<file path="src/rtl/mips_pc.sv">
// rtl/mips_pc.sv - IF-stage program counter with step/stall gating and PC+4/PC+8 adders
module mips_pc #(
    parameter int                      SIZE_ADDR_PC = 32,
    parameter logic [SIZE_ADDR_PC-1:0] PC_RESET_VAL = '0
) (
    input  logic                    i_clk,
    input  logic                    i_reset,
    input  logic                    i_step,
    input  logic                    i_pc_write,
    input  logic [SIZE_ADDR_PC-1:0] i_NPC,
    output logic [SIZE_ADDR_PC-1:0] o_pc,
    output logic [SIZE_ADDR_PC-1:0] o_pc_4,
    output logic [SIZE_ADDR_PC-1:0] o_pc_8
);

    logic [SIZE_ADDR_PC-1:0] pc_q;
    logic                    pc_load;

    // Equality against 1 means an unknown enable never qualifies as a load.
    assign pc_load = (i_step == 1'b1) && (i_pc_write == 1'b1);

    always_ff @(posedge i_clk or negedge i_reset) begin
        if (!i_reset) begin
            pc_q <= PC_RESET_VAL;
        end else if (pc_load) begin
            pc_q <= i_NPC;
        end
    end

    assign o_pc   = pc_q;
    assign o_pc_4 = pc_q + SIZE_ADDR_PC'(4);
    assign o_pc_8 = pc_q + SIZE_ADDR_PC'(8);

endmodule

</file>
<file path="config.mk">
export PLATFORM = sky130hd
export DESIGN_NAME = mips_pc
export DESIGN_NICKNAME = d
export VERILOG_FILES = /design/src/rtl/mips_pc.sv
export SDC_FILE = /design/constraint.sdc
export NUM_CORES = 1
export LEC_CHECK = 0
export BUFFER_PORTS_ARGS = -buffer_cell sky130_fd_sc_hd__buf_2
export CORE_UTILIZATION = 50
export DETAILED_ROUTE_END_ITERATION = 6
export GPL_TIMING_DRIVEN = 1
export PLACE_DENSITY = 0.87
export SLEW_MARGIN = 20
export SYNTH_ARGS = -nofsm -noshare
export SYNTH_HDL_FRONTEND = slang
export SYNTH_SLANG_ARGS = --single-unit
export TNS_END_PERCENT = 1
</file>
<file path="constraint.sdc">
create_clock -name i_clk -period 4.2 [get_ports i_clk]
set_input_delay 0.21 -clock i_clk [delete_from_list [all_inputs] [get_ports i_clk]]
set_output_delay 0.21 -clock i_clk [all_outputs]
set_load 0.03 [all_outputs]
</file>
==> results of run 1 <==
synth_stat cells:
cell type	instances	area share (%)
nand2_1	21	3.1
buf_2	5	0.98
and4_1	1	0.34
nor3_1	1	0.20
xnor2_1	40	14
nand4_1	15	3.7
nand3_2	1	0.39
nand2b_1	2	0.49
inv_1	3	0.44
buf_6	7	3.1
clkbuf_2	1	0.20
nor3_2	4	1.6
nor2_1	10	1.5
nand2_4	1	0.44
nor4_2	1	0.49
and4_2	1	0.39
ha_1	2	0.98
nand3_4	1	0.69
nand3_1	18	3.5
and2_1	2	0.49
buf_4	12	3.5
nand4_4	4	3.3
xor2_1	15	5.2
and3_1	4	0.98
nor4_4	4	3.3
nor4_1	4	0.98
dfrtp_1	32	31
mux2_2	32	14
nand2_2	1	0.25
power groups by stage:
stage                     sequential (W)  clock [W]  combinational (W)
after floorplan                 0.000500          0           0.000493
after global placement          0.000475          0           0.000668
after detailed placement        0.000481          0           0.000672
after CTS                       0.000475   0.000306           0.000674
after global routing            0.000489   0.000317           0.000708
final                           0.000476   0.000301           0.000670
cell families after synthesis:
| family | Yosys count |
|---|---|
| simple gates | 96 |
| buf+inv | 28 |
| fa+ha+maj | 2 |
| xor+xnor | 55 |
| flops | 32 |
| mux | 32 |
metrics by stage:
step	util [%]	area, sq um	power [W]
6_report	66.5	3200	0.00145
5_1_grt	66.5	3200	0.00151
4_1_cts	66.5	3200	0.00146
3_5_place_dp	64.2	3090	0.00115
3_3_place_gp	64.2	3090	0.00114
2_1_floorplan	-	2540	0.000993
routing by layer:
metal / share of wire [%] / GRT usage, % / vias up
li1: - / - / 1070
met4: 1.7 / 8.76 / 0
met5: 0 / 0 / -
met2: 48 / 42.6 / 105
met1: 43 / 31.6 / 1066
met3: 7.4 / 6.86 / 11
layout by cell type, fill, tap and decap left out, drive strengths merged, types with 3 or more instances in the layout:
master	n
nor4	9
clkbuf	5
nor2	10
nand2	23
buf	132
xor2	15
inv	3
and3	4
nand3	20
nor3	5
mux2	32
dfrtp	32
xnor2	40
nand4	19
worst max-delay path, delay by kind of cell, from the launching register on:
family	cells	cell delay, ns
simple gates	3	0.83
flops	1	0.50
fa+ha+maj	1	0.34
buf+inv	1	0.21
xor+xnor	1	0.15
final cells by class:
type,count,share of cell area [%]
Multi-Input combinational cell,185,47.9
Sequential cell,32,25.0
Timing Repair Buffer,132,20.7
Tap cell,67,2.62
Clock buffer,5,2.15
Clock inverter,3,1.33
Inverter,3,0.351
path summary, 6_finish.rpt:
path	start	slack, ns	cells after the start	to
setup / recovery	o_pc[3]	1.67	6	o_pc_4[21]
hold / removal	i_reset	-0.03	1	o_pc[26]
setup reg to reg	o_pc[16]	3.20	1	o_pc[16]
hold reg to reg	o_pc[0]	0.55	1	o_pc[0]
max in group asynchronous	i_reset	3.76	1	o_pc[15]
min in group i_clk	i_NPC[23]	0.14	2	o_pc[23]
==> results by group, run 1 <==
Global routing
  – Largest net degree at the start of global routing: 33
  – GR Overflow Total: 0
  – First-pass GRT wire length: 10.4 mm
  – Antenna violations before repair: 0
  – Number of global-route vias before repair: 2140
  – Gr usage total: 25.4%

Die
  – Die width: 73.3 microns
  – Core box area: 4820 sq um
  – # rows: 25
  – Ports: 132
  – Die Height: 73.3 microns
  – Die footprint: 5380 sq um
  – Initial core utilization: 52.8%

Worst setup path
  – Crit Path Max Fanout: 9
  – Critical Path Slowest Stage Cell: dfrtp_1
  – CP Cell Sequence: ha_1 > nand2_1 > nor3_1 > nand4_1 > xnor2_1 > buf_2
  – Type of the worst setup path: reg2out
  – Slowest Stage Delay on Critical Path: 0.50 ns
  – Worst Setup End Kind: output port
  – Worst EP arrival: 2.32 ns
  – Critical Path RT: 3.99 ns
  – Worst setup SP type: register

Power and ir drop
  – Clock Power Share: 20.8%
  – Sw Ratio: 48.5%
  – Pwr/cell area: 451 nW/um^2
  – P_int: 0.000744 W
  – Maximum VDD drop: 0.000271 V
  – Reg power frac: 32.9%
  – Leak: 1.45 nW
  – Logic pwr share: 46.3%
  – NetSw: 0.000702 W

Layout
  – Share of layout cells above drive strength 1: 52.8%
  – Final Non-Filler Cells: 427
  – Area delta synth->final: 25.9%
  – # nets final: 397
  – Ant diodes: 0
  – Register area: 801 sq um
  – Multi-input gate area: 1530 sq um
  – Fillers: 417
  – Max reg flops: 32

STA
  – Worst-Margin Slew: 0.729 ns
  – Min Tclk post-route: 2.53 ns
  – Hold WS: -0.0277 ns
  – Slack of the critical path: 1.67 ns
  – Final Max Tran Viols: 0
  – Setup Skew: 0 ns
  – Final setup vio count: 0
  – Tcrit/Tclk final: 60.1%
  – Hold Violations, Final: 32
  – Setup TNS: 0 ns
  – Maximum clock rate: 0.396 GHz
  – Unrepaired setup endpoints after global routing: no
  – Max-slew headroom: 51.4%

Route
  – Via count: 2252
  – Vias per cell: 5.27
  – Drt initial violations: 141
  – Avg WL per Cell: 15.1 microns
  – DRT Pass-1 Iters: 4
  – Remaining DRCs: 0
  – Routed wire length: 6.46 mm
  – Antenna viol nets, final: 0

Logic synthesis
  – Post-Syn Instances: 245
  – YS warnings: 0
  – Yosys cell types: 29
  – Syn_area_per_cell: 10.4 sq um
  – Largest family of logic cells by synthesized area: simple AND/OR/NAND/NOR gates
  – Post-synthesis compound-gate area fraction: 0%
  – Syn_nets: 283
  – Synthesized area: 2540 sq um
  – Sequential area share after synthesis: 31.5%
  – Adder-cell share of the synthesized area: 0.983%
  – Synth Area in XOR/XNOR: 18.9%
  – Synth Register Bits: 32
  – Synth Area in Simple Gates: 26.2%
  – Mux contribution to synthesized area: 14.2%

Clock network
  – Hold_buf cts: 0
  – H-tree depth: 2
  – Clk sinks: 32
  – Bufs on Longest Clock Path: 2
  – Clock insertion delay at the later pin of the skew report: 0.29 ns
  – Worst-path clk slew: 0.08 ns
  – Post-CTS sizing: 0
  – TritonCTS clock tree: yes
  – Root Buffer Master: clkbuf_8
  – CTS buffer count: 5
  – Setup repair bufs after CTS: 0

Place
  – Port Buf Inserts: 131
  – Dpl ws: 2.01 ns
  – Placed wire-length estimate: 4.87 mm
  – DP Cell Count: 419
  – Final RePlAce weighted congestion: 0.883

Hold path
  – Hold Path Class: in2async

Status
  – Violated checks: hold timing
  – Status: complete, but fails checks

Run
  – Max-cap violations: 0
Power figures use the tool's default switching activity.
==> run 2, diff against run 1 <==
--- a/config.mk
+++ b/config.mk
@@ -5,11 +5,12 @@
 export SDC_FILE = /design/constraint.sdc
 export NUM_CORES = 1
 export LEC_CHECK = 0
+export ABC_AREA = 1
 export BUFFER_PORTS_ARGS = -buffer_cell sky130_fd_sc_hd__buf_2
-export CORE_UTILIZATION = 50
+export CORE_UTILIZATION = 42
 export DETAILED_ROUTE_END_ITERATION = 6
 export GPL_TIMING_DRIVEN = 1
-export PLACE_DENSITY = 0.87
+export PLACE_DENSITY = 0.78
 export SLEW_MARGIN = 20
 export SYNTH_ARGS = -nofsm -noshare
 export SYNTH_HDL_FRONTEND = slang
==> constraint.sdc (replaced) <==
create_clock -name i_clk -period 2 [get_ports i_clk]
set_input_delay 0.1 -clock i_clk [delete_from_list [all_inputs] [get_ports i_clk]]
set_output_delay 0.1 -clock i_clk [all_outputs]
set_load 0.03 [all_outputs]
==> run 2 against run 1 <==
Against the previous run: the flow now finishes without violations; final area is 8.0% higher; power is 110% higher; sequential power is 91% higher; via count is 24% higher; global-route usage is 1.3 points lower; setup slack worse by 1.6 ns; die area is 19% higher; clock power is 110% higher; area after synthesis is 0.74% higher.
==> results by group, run 2 <==
Status
  – Status: finished, final reports clean (was complete, but fails checks)

Hold path
  – Hold Startpoint: i_NPC[19]
  – Hold Path Class: in2reg (was in2async)
  – Worst Hold Path EP: o_pc[19]
  – Worst hold path depth: 2

STA
  – Final Max Tran Viols: 0 (unchanged)
  – Slack of the critical path: 0.0408 ns (was 1.67 ns)
  – Tcrit/Tclk final: 98.0%
  – Maximum clock rate: 0.510 GHz
  – Max-slew headroom: 49.3% (was 51.4%)
  – Final setup vio count: 0 (unchanged)
  – Hold WS: 0.0386 ns (was -0.0277 ns)
  – Worst-Margin Slew: 0.761 ns (was 0.729 ns)
  – Setup Skew: 0 ns (unchanged)
  – Min Tclk post-route: 1.96 ns
  – Setup TNS: 0 ns (unchanged)
  – Unrepaired setup endpoints after global routing: yes (was no)
  – Hold Violations, Final: 0 (was 32)

Die
  – Die width: 80.1 microns (was 73.3 microns)
  – Die Height: 80.1 microns (was 73.3 microns)
  – Die footprint: 6420 sq um (was 5380 sq um)
  – # rows: 28 (was 25)
  – Core box area: 5920 sq um (was 4820 sq um)
  – Initial core utilization: 43.3% (was 52.8%)
  – Ports: 132 (unchanged)

Place
  – Dpl ws: 0.271 ns (was 2.01 ns)
  – Port Buf Inserts: 131 (unchanged)
  – Area after DPL: 3280 sq um (was 3090 sq um)
  – Final RePlAce weighted congestion: 0.877 (was 0.883)
  – Placed wire-length estimate: 5.92 mm (was 4.87 mm)

Global routing
  – Number of global-route vias before repair: 2543 (was 2140)
  – Gr usage total: 24.1% (was 25.4%)
  – First-pass GRT wire length: 11.7 mm (was 10.4 mm)
  – GR Overflow Total: 0 (unchanged)
  – Antenna violations before repair: 0 (unchanged)
  – Largest net degree at the start of global routing: 33 (unchanged)

Clock network
  – Worst-path clk slew: 0.07 ns (was 0.08 ns)
  – Root Buffer Master: clkbuf_8 (unchanged)
  – Bufs on Longest Clock Path: 2 (unchanged)
  – Setup repair bufs after CTS: 0 (unchanged)
  – CTS buffer count: 5 (unchanged)
  – H-tree depth: 2 (unchanged)
  – TritonCTS clock tree: yes (unchanged)
  – Clock insertion delay at the later pin of the skew report: 0.29 ns (about the same)
  – Clk sinks: 32 (unchanged)

Layout
  – Design Area, Final: 3460 sq um (was 3200 sq um)
  – # nets final: 541 (was 397)
  – Fillers: 596 (was 417)
  – Area delta synth->final: 35.0% (was 25.9%)
  – Most common cell after layout, fill and taps aside: nand2_1 (was buf_2)
  – Max reg flops: 32 (unchanged)
  – Ant diodes: 0 (unchanged)
  – Share of layout cells above drive strength 1: 40.1% (was 52.8%)
  – Final core utilization: 58.5% (was 66.5%)
  – Most frequent cells in the layout: 122 x nand2_1, 119 x buf_2, 49 x nor2_1, 34 x inv_1, 25 x nand3_1 (was 131 x buf_2, 40 x xnor2_1, 32 x mux2_2, 32 x dfrtp_1, 21 x nand2_1)

Worst setup path
  – Reg-to-Reg End: o_pc[14] (was o_pc[16])
  – CP Cell Sequence: ha_2 > nand2_1 > nor2_4 > nand2_1 > nor2_1 > xor2_1 > clkbuf_4 (was ha_1 > nand2_1 > nor3_1 > nand4_1 > xnor2_1 > buf_2)
  – R2R setup slack: 1.05 ns (was 3.20 ns)
  – Reg-to-Reg Start: o_pc[14] (was o_pc[16])
  – FF-to-FF path depth: 2 (was 1)
  – Critical Path RT: 1.90 ns (was 3.99 ns)
  – Type of the worst setup path: reg2out (unchanged)
  – Worst path most repeated cell: nand2_1
  – Worst Setup End Kind: output port (unchanged)
  – Slowest Stage Delay on Critical Path: 0.42 ns (was 0.50 ns)
  – Crit Path Max Fanout: 5 (was 9)
  – Critical Path Slowest Stage Cell: dfrtp_1 (unchanged)
  – Worst path buffer plus inverter count: 1 (unchanged)
  – CP Launch Point: o_pc[3] (unchanged)
  – Worst setup SP type: register (unchanged)
  – Worst EP arrival: 1.86 ns (was 2.32 ns)
  – CP top delay family: simple AND/OR/NAND/NOR gates (unchanged)

Logic synthesis
  – Synth top cells by count: 123 x nand2_1, 56 x nor2_1, 34 x inv_1 (was 40 x xnor2_1, 32 x dfrtp_1, 32 x mux2_2)
  – Yosys cell types: 19 (was 29)
  – Async S/R FF share, synth: 100% (unchanged)
  – Post-synth EDFFs: 0 (unchanged)
  – Synth area leaders: dfrtp_1 31%, nand2_1 18%, nor2_1 8.2%, xor2_1 7.9%, mux2_2 7.0% (was dfrtp_1 31%, mux2_2 14%, xnor2_1 14%, xor2_1 5.2%, nand4_1 3.7%)
  – Synth Register Bits: 32 (unchanged)
  – Top_reg_cell synth: dfrtp_1 (unchanged)
  – Synth top area share: 31.2% (was 31.5%)
  – Sequential area share after synthesis: 31.2% (was 31.5%)
  – Syn_area_per_cell: 6.91 sq um (was 10.4 sq um)
  – Post-Syn Instances: 371 (was 245)
  – Synthesized area: 2560 sq um (was 2540 sq um)
  – YS warnings: 0 (unchanged)
  – Top-count cell post-synth: nand2_1 (was xnor2_1)
  – Syn_nets: 409 (was 283)
  – Cell taking the most area after synthesis: dfrtp_1 (unchanged)

Route
  – Antenna viol nets, final: 0 (unchanged)
  – Avg WL per Cell: 12.8 microns (was 15.1 microns)
  – Via count: 2783 (was 2252)
  – Remaining DRCs: 0 (unchanged)
  – Drt initial violations: 85 (was 141)
  – DRT Pass-1 Iters: 4 (unchanged)
  – Vias per cell: 4.81 (was 5.27)
  – Routed wire length: 7.41 mm (was 6.46 mm)

Power and ir drop
  – Leak: 1.84 nW (was 1.45 nW)
  – Pwr/cell area: 865 nW/um^2 (was 451 nW/um^2)
  – Maximum VDD drop: 0.000500 V (was 0.000271 V)

Run
  – Max-cap violations: 0 (unchanged)
## run 2: through the flow
| stage | std cells | total power [W] |
|---|---|---|
| CTS | 579 | 0.00298 |
| detailed placement | 570 | 0.00235 |
| global route | 579 | 0.00316 |
| floorplan | 371 | 0.00192 |
| global placement | 570 | 0.00234 |
| finish | 579 | 0.00299 |
## run 2: where the power goes
| part | switching, W | internal [W] |
|---|---|---|
| Clock | 0.000249 | 0.000370 |
| Combinational | 0.00103 | 0.000433 |
| Sequential | 0.000169 | 0.000743 |
## run 2: how the worst max path moves through the flow
stage | slack, ns | depth (start not counted) | endpoint
after floorplan | 0.009 | 6 | o_pc_4[17]
after global placement | 0.31 | 7 | o_pc_4[17]
after detailed placement | 0.27 | 7 | o_pc_4[17]
after CTS | 0.006 | 7 | o_pc_4[17]
after global routing | -0.09 | 7 | o_pc_4[17]
final | 0.04 | 7 | o_pc_4[17]
## run 2: what timing repair did
action / 4_1_cts / 5_1_grt
hold buffers: 1 / 0
resized for setup: 2 / 35
pin swaps: 0 / 3
endpoints found under the hold margin: 32 / 0
setup endpoints to repair: 11 / 38
## run 2: metal layers
layer | vias to the layer above | part of all wire (%) | global-route usage [%]
li1 | 1410 | - | -
met1 | 1254 | 43 | 29.7
met2 | 111 | 48 | 42.8
met3 | 8 | 7.5 | 4.77
met4 | 0 | 1.1 | 6.07
met5 | - | 0 | 0
## run 2: cell type report
type	instances	area, sq um	area share (%)
Multi-Input combinational cell	295	1600	46.2
Sequential cell	32	816	23.6
Timing Repair Buffer	135	718	20.7
Inverter	34	128	3.69
Tap cell	75	93.8	2.71
Clock buffer	6	72.6	2.10
Clock inverter	2	35.0	1.01
## run 2: kinds of logic after synthesis
family                     Yosys count  share of synthesized area [%]
and+or+nand+nor                    230                           40.1
buffers and inverters               44                           7.27
DFF                                 32                           31.2
xor gates and xnor gates            29                           9.91
AOI/OAI and AO/OA                   18                           3.51
muxes                               16                           7.03
adders and majority gates            2                          0.976
==> run 3, diff against run 2 <==
--- a/config.mk
+++ b/config.mk
@@ -5,7 +5,6 @@
 export SDC_FILE = /design/constraint.sdc
 export NUM_CORES = 1
 export LEC_CHECK = 0
-export ABC_AREA = 1
 export BUFFER_PORTS_ARGS = -buffer_cell sky130_fd_sc_hd__buf_2
 export CORE_UTILIZATION = 42
 export DETAILED_ROUTE_END_ITERATION = 6
==> run 3 against run 2 <==
Against the previous run: the run now ends with setup timing left; sequential power grew 7.2%; sequential share of layout area down 0.62 points; first-iteration DRC count down 11%; routed wire length shrank 7.1%; combinational power up 11%; largest power group unchanged; hold slack lost 0.00096 ns; highest routed layer unchanged; largest cell class unchanged; critical path depth shrank 1; clock skew is the same; register-to-register slack lost 0.12 ns; flip-flop and latch count is the same.
==> results by group, run 3 (synthesis results as in run 1) <==
STA
  – Min Tclk post-route: 2.03 ns (was 1.96 ns)
  – Setup Skew: 0 ns (unchanged)
  – Unrepaired setup endpoints after global routing: yes (unchanged)
  – Max-slew headroom: 51.6% (was 49.3%)
  – Final Max Tran Viols: 0 (unchanged)
  – Tcrit/Tclk final: 101% (was 98.0%)
  – Maximum clock rate: 0.493 GHz (was 0.510 GHz)
  – Final setup vio count: 3 (was 0)
  – Worst-Margin Slew: 0.726 ns (was 0.761 ns)
  – Hold WS: 0.0376 ns (was 0.0386 ns)
  – Setup TNS: -0.0602 ns (was 0 ns)
  – Slack of the critical path: -0.0296 ns (was 0.0408 ns)
  – Hold Violations, Final: 0 (unchanged)

Hold path
  – Hold Path Class: in2reg (unchanged)

Place
  – Dpl ws: 0.105 ns (was 0.271 ns)
  – Placed wire-length estimate: 5.14 mm (was 5.92 mm)
  – Port Buf Inserts: 131 (unchanged)
  – Final RePlAce weighted congestion: 0.874 (was 0.877)

Power and ir drop
  – Pwr/cell area: 855 nW/um^2 (was 865 nW/um^2)
  – Leak: 1.65 nW (was 1.84 nW)
  – Maximum VDD drop: 0.000514 V (was 0.000500 V)

Route
  – Antenna viol nets, final: 0 (unchanged)
  – Vias per cell: 5.13 (was 4.81)
  – Routed wire length: 6.89 mm (was 7.41 mm)
  – Avg WL per Cell: 15.1 microns (was 12.8 microns)
  – Remaining DRCs: 0 (unchanged)
  – DRT Pass-1 Iters: 5 (was 4)
  – Via count: 2335 (was 2783)
  – Drt initial violations: 76 (was 85)

Run
  – Max-cap violations: 0 (unchanged)

Clock network
  – H-tree depth: 2 (unchanged)
  – Bufs on Longest Clock Path: 2 (unchanged)
  – CTS buffer count: 5 (unchanged)
  – Clk sinks: 32 (unchanged)
  – TritonCTS clock tree: yes (unchanged)
  – Worst-path clk slew: 0.07 ns (about the same)
  – Root Buffer Master: clkbuf_8 (unchanged)
  – Clock insertion delay at the later pin of the skew report: 0.28 ns (was 0.29 ns)

Die
  – Die Height: 79.8 microns (was 80.1 microns)
  – Die width: 79.8 microns (was 80.1 microns)
  – Die footprint: 6370 sq um (was 6420 sq um)
  – Core box area: 5680 sq um (was 5920 sq um)
  – Ports: 132 (unchanged)
  – # rows: 27 (was 28)
  – Initial core utilization: 44.8% (was 43.3%)

Worst setup path
  – Worst EP arrival: 1.93 ns (was 1.86 ns)
  – CP Launch Point: o_pc[3] (unchanged)
  – Slowest Stage Delay on Critical Path: 0.42 ns (about the same)
  – Crit path capture: o_pc_4[13] (was o_pc_4[17])
  – Critical Path RT: 1.90 ns (about the same)
  – Worst Setup End Kind: output port (unchanged)
  – CP Cell Sequence: ha_4 > nand3_4 > nor3_4 > nand2_1 > xnor2_1 > buf_2 (was ha_2 > nand2_1 > nor2_4 > nand2_1 > nor2_1 > xor2_1 > clkbuf_4)
  – Critical Path Slowest Stage Cell: dfrtp_1 (unchanged)
  – Type of the worst setup path: reg2out (unchanged)
  – Crit Path Max Fanout: 5 (unchanged)
  – Reg-to-Reg Start: o_pc[4] (was o_pc[14])
  – R2R setup slack: 0.93 ns (was 1.05 ns)
  – Worst setup SP type: register (unchanged)
  – FF-to-FF path depth: 3 (was 2)
  – Reg-to-Reg End: o_pc[4] (was o_pc[14])

Layout
  – Share of layout cells above drive strength 1: 64.8% (was 40.1%)
  – # nets final: 421 (was 541)
  – Most common cell after layout, fill and taps aside: buf_2 (was nand2_1)
  – Ant diodes: 0 (unchanged)
  – Area delta synth->final: 41.2% (was 35.0%)
  – Max reg flops: 32 (unchanged)
  – Most frequent cells in the layout: 111 x buf_2, 38 x buf_4, 34 x xnor2_1, 32 x mux2_2, 20 x nand2_1 (was 122 x nand2_1, 119 x buf_2, 49 x nor2_1, 34 x inv_1, 25 x nand3_1)

Global routing
  – GR Overflow Total: 0 (unchanged)
  – Antenna violations before repair: 0 (unchanged)
  – Met3 usage: 4.57% (was 4.77%)
  – Met2 usage: 38.3% (was 42.8%)
  – Largest net degree at the start of global routing: 33 (unchanged)
  – GRT busiest layer: met2 (unchanged)
  – Met1 GRT Util: 26.9% (was 29.7%)
  – Number of global-route vias before repair: 2293 (was 2543)
  – Gr usage total: 22.0% (was 24.1%)
  – First-pass GRT wire length: 10.8 mm (was 11.7 mm)

Status
  – Status: complete, but fails checks (was finished, final reports clean)
  – Violated checks: setup timing
run 3: critical path, delay by kind of cell (launching register included):
kind,cells,cell delay [ns]
fa+ha+maj,1,0.21
simple gates,3,0.61
flops,1,0.42
buf+inv,1,0.23
xor+xnor,1,0.18
run 3: how the worst min path moves through the flow:
stage	start	endpoint	slack (ns)	cells after the start
3_3_place_gp	i_reset	o_pc[6]	0.20	1
4_1_cts	i_NPC[26]	o_pc[26]	0.03	2
2_1_floorplan	i_reset	o_pc[0]	-0.20	0
5_1_grt	i_NPC[5]	o_pc[5]	0.04	2
3_5_place_dp	i_reset	o_pc[7]	0.20	1
6_report	i_NPC[23]	o_pc[23]	0.04	2
run 3: per-stage QoR:
stage                     util (%)  cells  instance area (sq um)  total power (W)
final                         63.3    455                   3590          0.00307
after global routing          63.3    455                   3590          0.00323
after CTS                     61.6    454                   3500          0.00305
after detailed placement      57.4    440                   3260          0.00249
after global placement        57.4    440                   3260          0.00248
after floorplan                  -    245                   2580          0.00210
run 3: timing repair:
action / CTS / global route
endpoints found under the hold margin: 32 / 0
hold buffers: 1 / 0
gates cloned: 0 / 0
gates resized for setup: 36 / 34
endpoints found under the setup margin: 31 / 35
pin swaps: 10 / 5
setup buffers: 6 / 1
run 3: routing by layer:
metal | wire length, microns | vias to the layer above | part of all wire, %
met3 | 502 | 13 | 7.3
met2 | 3320 | 103 | 48
met5 | 0 | - | 0
met1 | 2930 | 1100 | 43
li1 | - | 1119 | -
met4 | 136 | 0 | 2.0
run 3: layout make-up:
type	count	area (sq um)
Tap cell	72	90.1
Timing Repair Buffer	156	911
Sequential cell	32	825
Inverter	3	11.3
Fill cell	484	2080
Clock buffer	6	72.6
Multi-Input combinational cell	185	1680
Clock inverter	1	5.00
run 3: power breakdown:
part	total, W	switching [W]	internal, W
clock network	0.000470	0.000234	0.000236
logic	0.00162	0.00104	0.000583
registers	0.000977	0.000223	0.000755
